$ cat config.mk
export PLATFORM = sky130hd
export DESIGN_NAME = seq_gen
export DESIGN_NICKNAME = d
export VERILOG_FILES = /design/src/rtl/seq_gen.sv
export SDC_FILE = /design/constraint.sdc
export NUM_CORES = 1
export LEC_CHECK = 0
export ABC_AREA = 1
export CAP_MARGIN = 20
export CORE_AREA = 3 3 86 88
export CTS_CLUSTER_SIZE = 16
export DETAILED_ROUTE_END_ITERATION = 16
export DIE_AREA = 0 0 89 91
export PLACE_DENSITY = 0.77
export SLEW_MARGIN = 20
export SYNTH_ARGS = -nofsm -noshare
export SYNTH_HDL_FRONTEND = slang
export SYNTH_SLANG_ARGS = --single-unit
$ cat constraint.sdc
create_clock -name clk_i -period 2 [get_ports clk_i]
set_input_delay 0.6 -clock clk_i [delete_from_list [all_inputs] [get_ports clk_i]]
set_output_delay 0.6 -clock clk_i [all_outputs]
set_load 0.01 [all_outputs]
$ cat src/rtl/seq_gen.sv
// Serial pattern transmitter: shifts a latched word out MSB-first, one bit per
// 2^DIV_W clk cycles, with optional seamless repeat of the same pattern.
module seq_gen #(
  parameter int DIV_W  = 28,
  parameter int DATA_W = 8,
  parameter int LEN_W  = 4
) (
  input  logic              clk_i,
  input  logic              rst_ni,
  input  logic              load_i,
  input  logic [DATA_W-1:0] data_i,
  input  logic [LEN_W-1:0]  len_i,
  input  logic              rep_i,
  output logic              dout_o,
  output logic              busy_o,
  output logic              ready_o,
  output logic              done_o,
  output logic              bit_tick_o
);

  // state | meaning
  // IDLE  | waiting for load, dout low, divider held at 0
  // SEND  | shifting the pattern out, one bit per divider wrap
  typedef enum logic {IDLE, SEND} state_t;

  localparam logic [LEN_W-1:0] LEN_MAX = LEN_W'(DATA_W);

  state_t            state_q, state_d;
  logic [DIV_W-1:0]  div_q, div_d;
  logic [LEN_W-1:0]  cnt_q, cnt_d;
  logic [LEN_W-1:0]  len_q, len_d;
  logic [DATA_W-1:0] shift_q, shift_d;
  logic [DATA_W-1:0] word_q, word_d;
  logic              dout_q, dout_d;
  logic              done_q, done_d;
  logic [LEN_W-1:0]  len_clamp;
  logic              tick;

  assign len_clamp = (len_i == '0 || len_i > LEN_MAX) ? LEN_MAX : len_i;
  assign tick      = (state_q == SEND) && (div_q == '1);

  always_comb begin
    state_d = state_q;
    div_d   = '0;
    cnt_d   = cnt_q;
    len_d   = len_q;
    shift_d = shift_q;
    word_d  = word_q;
    done_d  = 1'b0;
    unique case (state_q)
      IDLE: begin
        if (load_i) begin
          len_d   = len_clamp;
          word_d  = data_i;
          // left-justify so data[L-1] is the first bit out
          shift_d = data_i << (LEN_MAX - len_clamp);
          cnt_d   = len_clamp - LEN_W'(1);
          state_d = SEND;
        end
      end
      SEND: begin
        div_d = div_q + DIV_W'(1);
        if (tick) begin
          if (cnt_q != '0) begin
            shift_d = shift_q << 1;
            cnt_d   = cnt_q - LEN_W'(1);
          end else if (rep_i) begin
            shift_d = word_q << (LEN_MAX - len_q);
            cnt_d   = len_q - LEN_W'(1);
          end else begin
            state_d = IDLE;
            done_d  = 1'b1;
          end
        end
      end
      default: state_d = IDLE;
    endcase
    dout_d = (state_d == SEND) ? shift_d[DATA_W-1] : 1'b0;
  end

  always_ff @(posedge clk_i or negedge rst_ni) begin
    if (!rst_ni) begin
      state_q <= IDLE;
      div_q   <= '0;
      cnt_q   <= '0;
      len_q   <= '0;
      shift_q <= '0;
      word_q  <= '0;
      dout_q  <= 1'b0;
      done_q  <= 1'b0;
    end else begin
      state_q <= state_d;
      div_q   <= div_d;
      cnt_q   <= cnt_d;
      len_q   <= len_d;
      shift_q <= shift_d;
      word_q  <= word_d;
      dout_q  <= dout_d;
      done_q  <= done_d;
    end
  end

  assign dout_o     = dout_q;
  assign busy_o     = (state_q == SEND);
  assign ready_o    = (state_q != SEND);
  assign done_o     = done_q;
  assign bit_tick_o = tick;

endmodule

==> results of run 1 <==
## kinds of logic (layout without fill, tap and decap cells)
logic type / count (synthesis) / count (layout) / share of synthesized area, %
and+or+nand+nor: 285 / 285 / 40.6
adders and majority gates: 4 / 4 / 1.40
buffers and inverters: 65 / 151 / 7.72
DFF: 55 / 55 / 38.4
xor gates and xnor gates: 6 / 6 / 1.89
AOI/OAI and AO/OA: 62 / 62 / 9.99
## how the worst min path moves through the flow
stage,cells after the start,endpoint,slack [ns]
CTS,2,div_q[10]$_DFF_PN0_,0.27
detailed placement,2,shift_q[3]$_DFFE_PN0P_,0.48
floorplan,0,busy_o$_DFF_PN0_,0.30
finish,2,div_q[11]$_DFF_PN0_,0.25
global placement,2,shift_q[0]$_DFFE_PN0P_,0.48
global route,2,div_q[9]$_DFF_PN0_,0.29
## cell type report
class,instances,share of cell area [%]
clock inverters,1,0.110
repair buffers,92,16.7
well taps,80,2.21
flip-flops and latches,55,30.4
multi-input cells,357,44.4
inverters,52,4.41
clock buffers,6,1.82
## metal layers
| metal | GRT usage, % | wire length [microns] | vias to the layer above |
|---|---|---|---|
| met2 | 38.4 | 4440 | 87 |
| li1 | - | - | 1729 |
| met5 | 0 | 0 | - |
| met1 | 28.9 | 3650 | 1613 |
| met3 | 3.54 | 359 | 21 |
| met4 | 8.44 | 229 | 0 |
## metrics by stage
stage	hold WS, ns	util, %	setup TNS [ns]	instance area, sq um
CTS	0.269	66.4	-0.277	4460
finish	0.253	67.5	-0.251	4540
floorplan	0.304	-	0	3610
global placement	0.484	64.5	-3.61	4330
global route	0.287	67.5	-0.369	4540
detailed placement	0.482	64.5	-4.71	4330
## flip-flops by register name (all words and copies together), names as in the netlist
name     count
done_o       1
dout_o       1
div_q       28
len_q        4
word_q       8
cnt_q        4
shift_q      8
busy_o       1
## Yosys cell counts (all sizes together), types with 3 or more instances
master / n / share of area, %
inv: 51 / 5.3
o211ai: 4 / 0.84
a21oi: 15 / 2.3
xor2: 4 / 1.4
nand4: 14 / 2.9
nand3: 42 / 7.4
nor3: 17 / 3.4
a211oi: 3 / 0.63
nor4: 4 / 0.70
clkbuf: 3 / 0.31
dfrtp: 55 / 38
ha: 4 / 1.4
o21ai: 34 / 5.0
nand2: 149 / 17
nor2: 54 / 7.5
buf: 10 / 2.0
## power by group
part / leakage, uW / internal, uW / switching [uW]
sequential: 0.000724 / 1330 / 159
combinational: 0.00145 / 644 / 869
clock: 0.0000470 / 273 / 365
total: 0.00222 / 2250 / 1390
## timing repair
action | in CTS | in global routing
resized for setup | 10 | 13
pin swaps | 9 | 8
buffers inserted | 5 | 1
setup endpoints to repair | 11 | 16
==> metrics.md, run 1 <==
| Metric | Value |
|---|---|
| Outcome | `complete, but fails checks` |
| Violated checks | `negative setup slack` |
| P&R area growth vs syn | `26.7%` |
| Synthesized Nets | `497` |
| Tot Pwr | `3640 uW` |
| Worst-Margin Slew | `0.395 ns` |
| Tmin final | `2.25 ns` |
| # setup viols final | `1` |
| CTS max path bufs | `2` |
| Initial core utilization | `53.3%` |
| Asr flop ratio synth | `100%` |
| Ports | `21` |
| GR Overflow Total | `0` |
| DR iter-0 viols | `173` |
| Critical path depth | `8` |
| H-tree depth | `2` |
| Clock net sink count | `55` |
| Worst path cell trace | `ha_2 > nand2_2 > nor2_4 > nand3_4 > nor3_4 > nand4_1 > inv_1 > buf_6` |
| R2r setup slk | `0.14 ns` |
| Peak VDD IR | `0.596 mV` |
| Vias per std cell | `5.37` |
| Seq/Total Area, Yosys | `38.4%` |
| WS Path Type | `register to output port` |
| Die area | `8100 sq um` |
| Reg-to-Reg End | `shift_q[6]$_DFFE_PN0P_` |
| Cells after DPL | `630` |
| CTS tree | `done` |
| Mapped Avg Cell Area | `7.51 sq um` |
| Buffers on Ports | `20` |
| Worst-path clk slew | `0.10 ns` |
| Worst path slowest cell | `dfrtp_1` |
| #FFs+latches synth | `55` |
| Final ANT Viol Nets | `0` |
| Rows | `30` |
| Critical path endpoint category | `output port` |
| Post-place setup slack | `-0.401 ns` |
| Worst Reg-to-Reg Cells | `11` |
| GRT Total Usage | `22.8%` |
| Die height | `91 microns` |
| Register area | `1380 sq um` |
| Period utilization | `113%` |
| Gate Count Post-Synth | `477` |
| Die Width | `89 microns` |
| Critical path endpoint | `bit_tick_o` |
| Post-CTS Hold Buffers | `0` |
| Number of global-route vias before repair | `3,370` |
| Pin count of the biggest net entering global routing | `56` |
| Post-DP HPWL | `6.70 mm` |
| CP peak stage delay | `0.36 ns` |
| CTS root buffer | `clkbuf_8` |
| Max Cap Viol | `0` |
| Fin. max-slew vios | `0` |
| Distinct cells, synth | `43` |
| Fmax | `444 MHz` |
| Ant. Diodes | `0` |
| Share of cells above drive strength 1 | `26.1%` |
| Pwr/cell area | `803 nW/um^2` |
| Final hold violations | `0` |
| RSZ-0062 raised after global routing | `yes` |
| # DRC | `0` |
| Layout Nets | `583` |
| Vias | `3,450` |
| Core area | `6720 sq um` |
| Most frequent cells in the layout | `nand2_1 (135), buf_4 (70), dfrtp_1 (54)` |
| Crit-path max FO | `2` |
| WP buf/inv | `2` |
| PnR worst setup slack | `-0.251 ns` |
| Static leakage | `0.00222 uW` |
| Fillers | `564` |
| Critical path required time | `1.40 ns` |
| Multi-input gate area | `2020 sq um` |
| Most common cell after layout, fill and taps aside | `nand2_1` |
| Slew Limit Headroom | `73.5%` |
| Primary FF master, synth | `dfrtp_1` |
| Worst-skew pair later-pin latency | `0.31 ns` |
| Fin cells | `643` |
| Synth warn | `0` |
| Global-route wire length before repair | `14.8 mm` |
| Crit path from | `div_q[0]$_DFF_PN0_` |
| WL final | `8.68 mm` |
| CP delay by family, top | `simple AND/OR/NAND/NOR gates` |
| Routed len/inst | `13.5 microns` |
| Mapped cell area | `3580 sq um` |
| Placer Congestion | `0.892` |
| Initial DRT Pass Iterations | `4` |
| Worst Hold Class | `input port to async pin` |
| Antenna violations before repair | `0` |
| Worst setup SP type | `register` |
| R2R Path Start | `div_q[0]$_DFF_PN0_` |
| Setup Skew | `0.0103 ns` |
| Arrival @ worst endpoint | `1.65 ns` |
| TritonCTS buffer count | `5` |
| Number of synthesized flops with an enable pin | `0` |
No activity file was read; power rests on OpenSTA's default activity.
==> inputs of run 2 (changes only) <==
Settings changed: MAX_ROUTING_LAYER from default to met4.
==> run 2 against run 1 <==
Against the previous run:
- the flow still finishes with violations (negative setup slack)
- largest power group unchanged
- final cell count unchanged
- critical path depth is the same
- maximum frequency hardly changed
- clock skew about the same
- combinational power about the same
- sequential power is essentially flat
- non-clock buffer count is the same
==> metrics.md, run 2 (synthesized netlist as in run 1, its figures left out) <==
| Metric | Value |
|---|---|
| Post-place setup slack | `-0.401 ns` |
| Die area | `8100 sq um` |
| Worst-skew pair later-pin latency | `0.31 ns` |
| Number of global-route vias before repair | `3,365` |
| Fin. max-slew vios | `0` |
| Worst-Margin Slew | `0.395 ns` |
| Placer Congestion | `0.907` |
| Pwr/cell area | `803 nW/um^2` |
| Clk network pwr share | `17.5%` |
| # setup viols final | `1` |
| Register area | `1380 sq um` |
| Static leakage | `0.00222 uW` |
| Seq pwr share | `40.9%` |
| Initial core utilization | `53.3%` |
| Vias | `3,457` |
| Slew Limit Headroom | `73.5%` |
| Int Power | `2250 uW` |
| Setup TNS | `-0.251 ns` |
| Final hold violations | `0` |
| Post-DP HPWL | `6.70 mm` |
| Ports | `21` |
| Top reg by flops | `div_q` |
| Outcome | `complete, but fails checks` |
| Critical path required time | `1.40 ns` |
| Worst-path clk slew | `0.10 ns` |
| Routed len/inst | `13.5 microns` |
| Multi-input gate area | `2020 sq um` |
| CTS max path bufs | `2` |
| Die height | `91 microns` |
| P&R area growth vs syn | `26.7%` |
| Post-CTS Hold Buffers | `0` |
| Rows | `30` |
| WP buf/inv | `2` |
| Buffers on Ports | `20` |
| Top Registers | `div_q: 28 flops, shift_q: 8 flops, word_q: 8 flops` |
| GR Overflow Total | `0` |
| WS Path Type | `register to output port` |
| Antenna violations before repair | `0` |
| Vias per std cell | `5.38` |
| WL final | `8.68 mm` |
| Worst path cell trace | `ha_2 > nand2_2 > nor2_4 > nand3_4 > nor3_4 > nand4_1 > inv_1 > buf_6` |
| R2r setup slk | `0.15 ns` |
| PnR worst setup slack | `-0.251 ns` |
| Worst path slowest cell | `dfrtp_1` |
| R2R Path Start | `div_q[0]$_DFF_PN0_` |
| Fmax | `444 MHz` |
| CP peak stage delay | `0.36 ns` |
| Worst setup SP type | `register` |
| RSZ-0062 raised after global routing | `yes` |
| Violated checks | `negative setup slack` |
| TritonCTS buffer count | `5` |
| Most frequent cells in the layout | `nand2_1 (135), buf_4 (70), dfrtp_1 (54)` |
| # DRC | `0` |
| Gate power share | `41.5%` |
| Core area | `6720 sq um` |
| Setup Skew | `0.0103 ns` |
| Global-route wire length before repair | `14.8 mm` |
| Critical path endpoint category | `output port` |
| Pin count of the biggest net entering global routing | `56` |
| CTS tree | `done` |
| Most common cell after layout, fill and taps aside | `nand2_1` |
| Peak VDD IR | `0.596 mV` |
| Ant. Diodes | `0` |
| Clock net sink count | `55` |
| Worst Hold Class | `input port to async pin` |
| GRT Total Usage | `23.4%` |
| Share of cells above drive strength 1 | `26.1%` |
| Max Cap Viol | `0` |
| Final ANT Viol Nets | `0` |
| DR iter-0 viols | `151` |
| CP delay by family, top | `simple AND/OR/NAND/NOR gates` |
| Crit path from | `div_q[0]$_DFF_PN0_` |
| Worst Reg-to-Reg Cells | `11` |
| Initial DRT Pass Iterations | `4` |
| Sw power | `1390 uW` |
| Final Cell Area | `4540 sq um` |
| Tmin final | `2.25 ns` |
| Placed cell area | `4330 sq um` |
| Die Width | `89 microns` |
| Crit-path max FO | `2` |
| Fillers | `564` |
| Period utilization | `113%` |
| CTS root buffer | `clkbuf_8` |
| Reg-to-Reg End | `shift_q[6]$_DFFE_PN0P_` |
| Critical path depth | `8` |
| Arrival @ worst endpoint | `1.65 ns` |
| Max FFs per register | `28` |
| Switching Share | `38.2%` |
| Layout Nets | `583` |
| Core Util, Final | `67.5%` |
| H-tree depth | `2` |
| Tot Pwr | `3640 uW` |
| Critical path endpoint | `bit_tick_o` |
[run 2: cell type report]
type,instances,area share (%)
multi-input cells,357,44.4
flip-flops and latches,55,30.4
repair buffers,92,16.7
inverters,52,4.41
well taps,80,2.21
clock buffers,6,1.82
clock inverters,1,0.110
[run 2: metrics by stage]
stage | instances | hold slack [ns]
4_1_cts | 642 | 0.269
3_5_place_dp | 630 | 0.482
5_1_grt | 643 | 0.283
6_report | 643 | 0.253
3_3_place_gp | 630 | 0.484
2_1_floorplan | 477 | 0.304
[run 2: per-layer routing]
metal / up-vias / wire length, microns / track usage [%]
li1: 1729 / - / -
met2: 90 / 4430 / 38.6
met5: - / 0 / -
met1: 1614 / 3630 / 28.8
met4: 0 / 229 / 8.44
met3: 24 / 390 / 3.54
[run 2: repair_timing]
item | CTS | global route
hold endpoints to repair | 0 | 0
resized for setup | 10 | 13
pin swaps | 9 | 8
setup buffers | 5 | 1
setup endpoints to repair | 11 | 16
[run 2: worst min-delay path by stage]
stage | end | slack (ns) | cells past startpoint
finish | div_q[11]$_DFF_PN0_ | 0.25 | 2
global route | div_q[9]$_DFF_PN0_ | 0.28 | 2
CTS | div_q[10]$_DFF_PN0_ | 0.27 | 2
detailed placement | shift_q[3]$_DFFE_PN0P_ | 0.48 | 2
global placement | shift_q[0]$_DFFE_PN0P_ | 0.48 | 2
floorplan | busy_o$_DFF_PN0_ | 0.30 | 0
[run 2: power groups by stage]
stage / Clock (uW) / Combinational (uW) / Sequential, uW
floorplan: 0 / 1020 / 1470
global placement: 0 / 1400 / 1500
detailed placement: 0 / 1450 / 1510
CTS: 653 / 1480 / 1490
global route: 688 / 1710 / 1520
finish: 638 / 1510 / 1490
[run 2: worst reg2reg max path: stages, from the launching register on]
cell and delay (ns):
dfrtp_1 0.36, ha_2 0.19, nand2_2 0.08, nor2_4 0.12, buf_4 0.14, nand2_4 0.07
nor2_4 0.16, nand3b_4 0.11, nand2_4 0.08, nand3_4 0.18, nand2_1 0.13, nand4_1 0.10
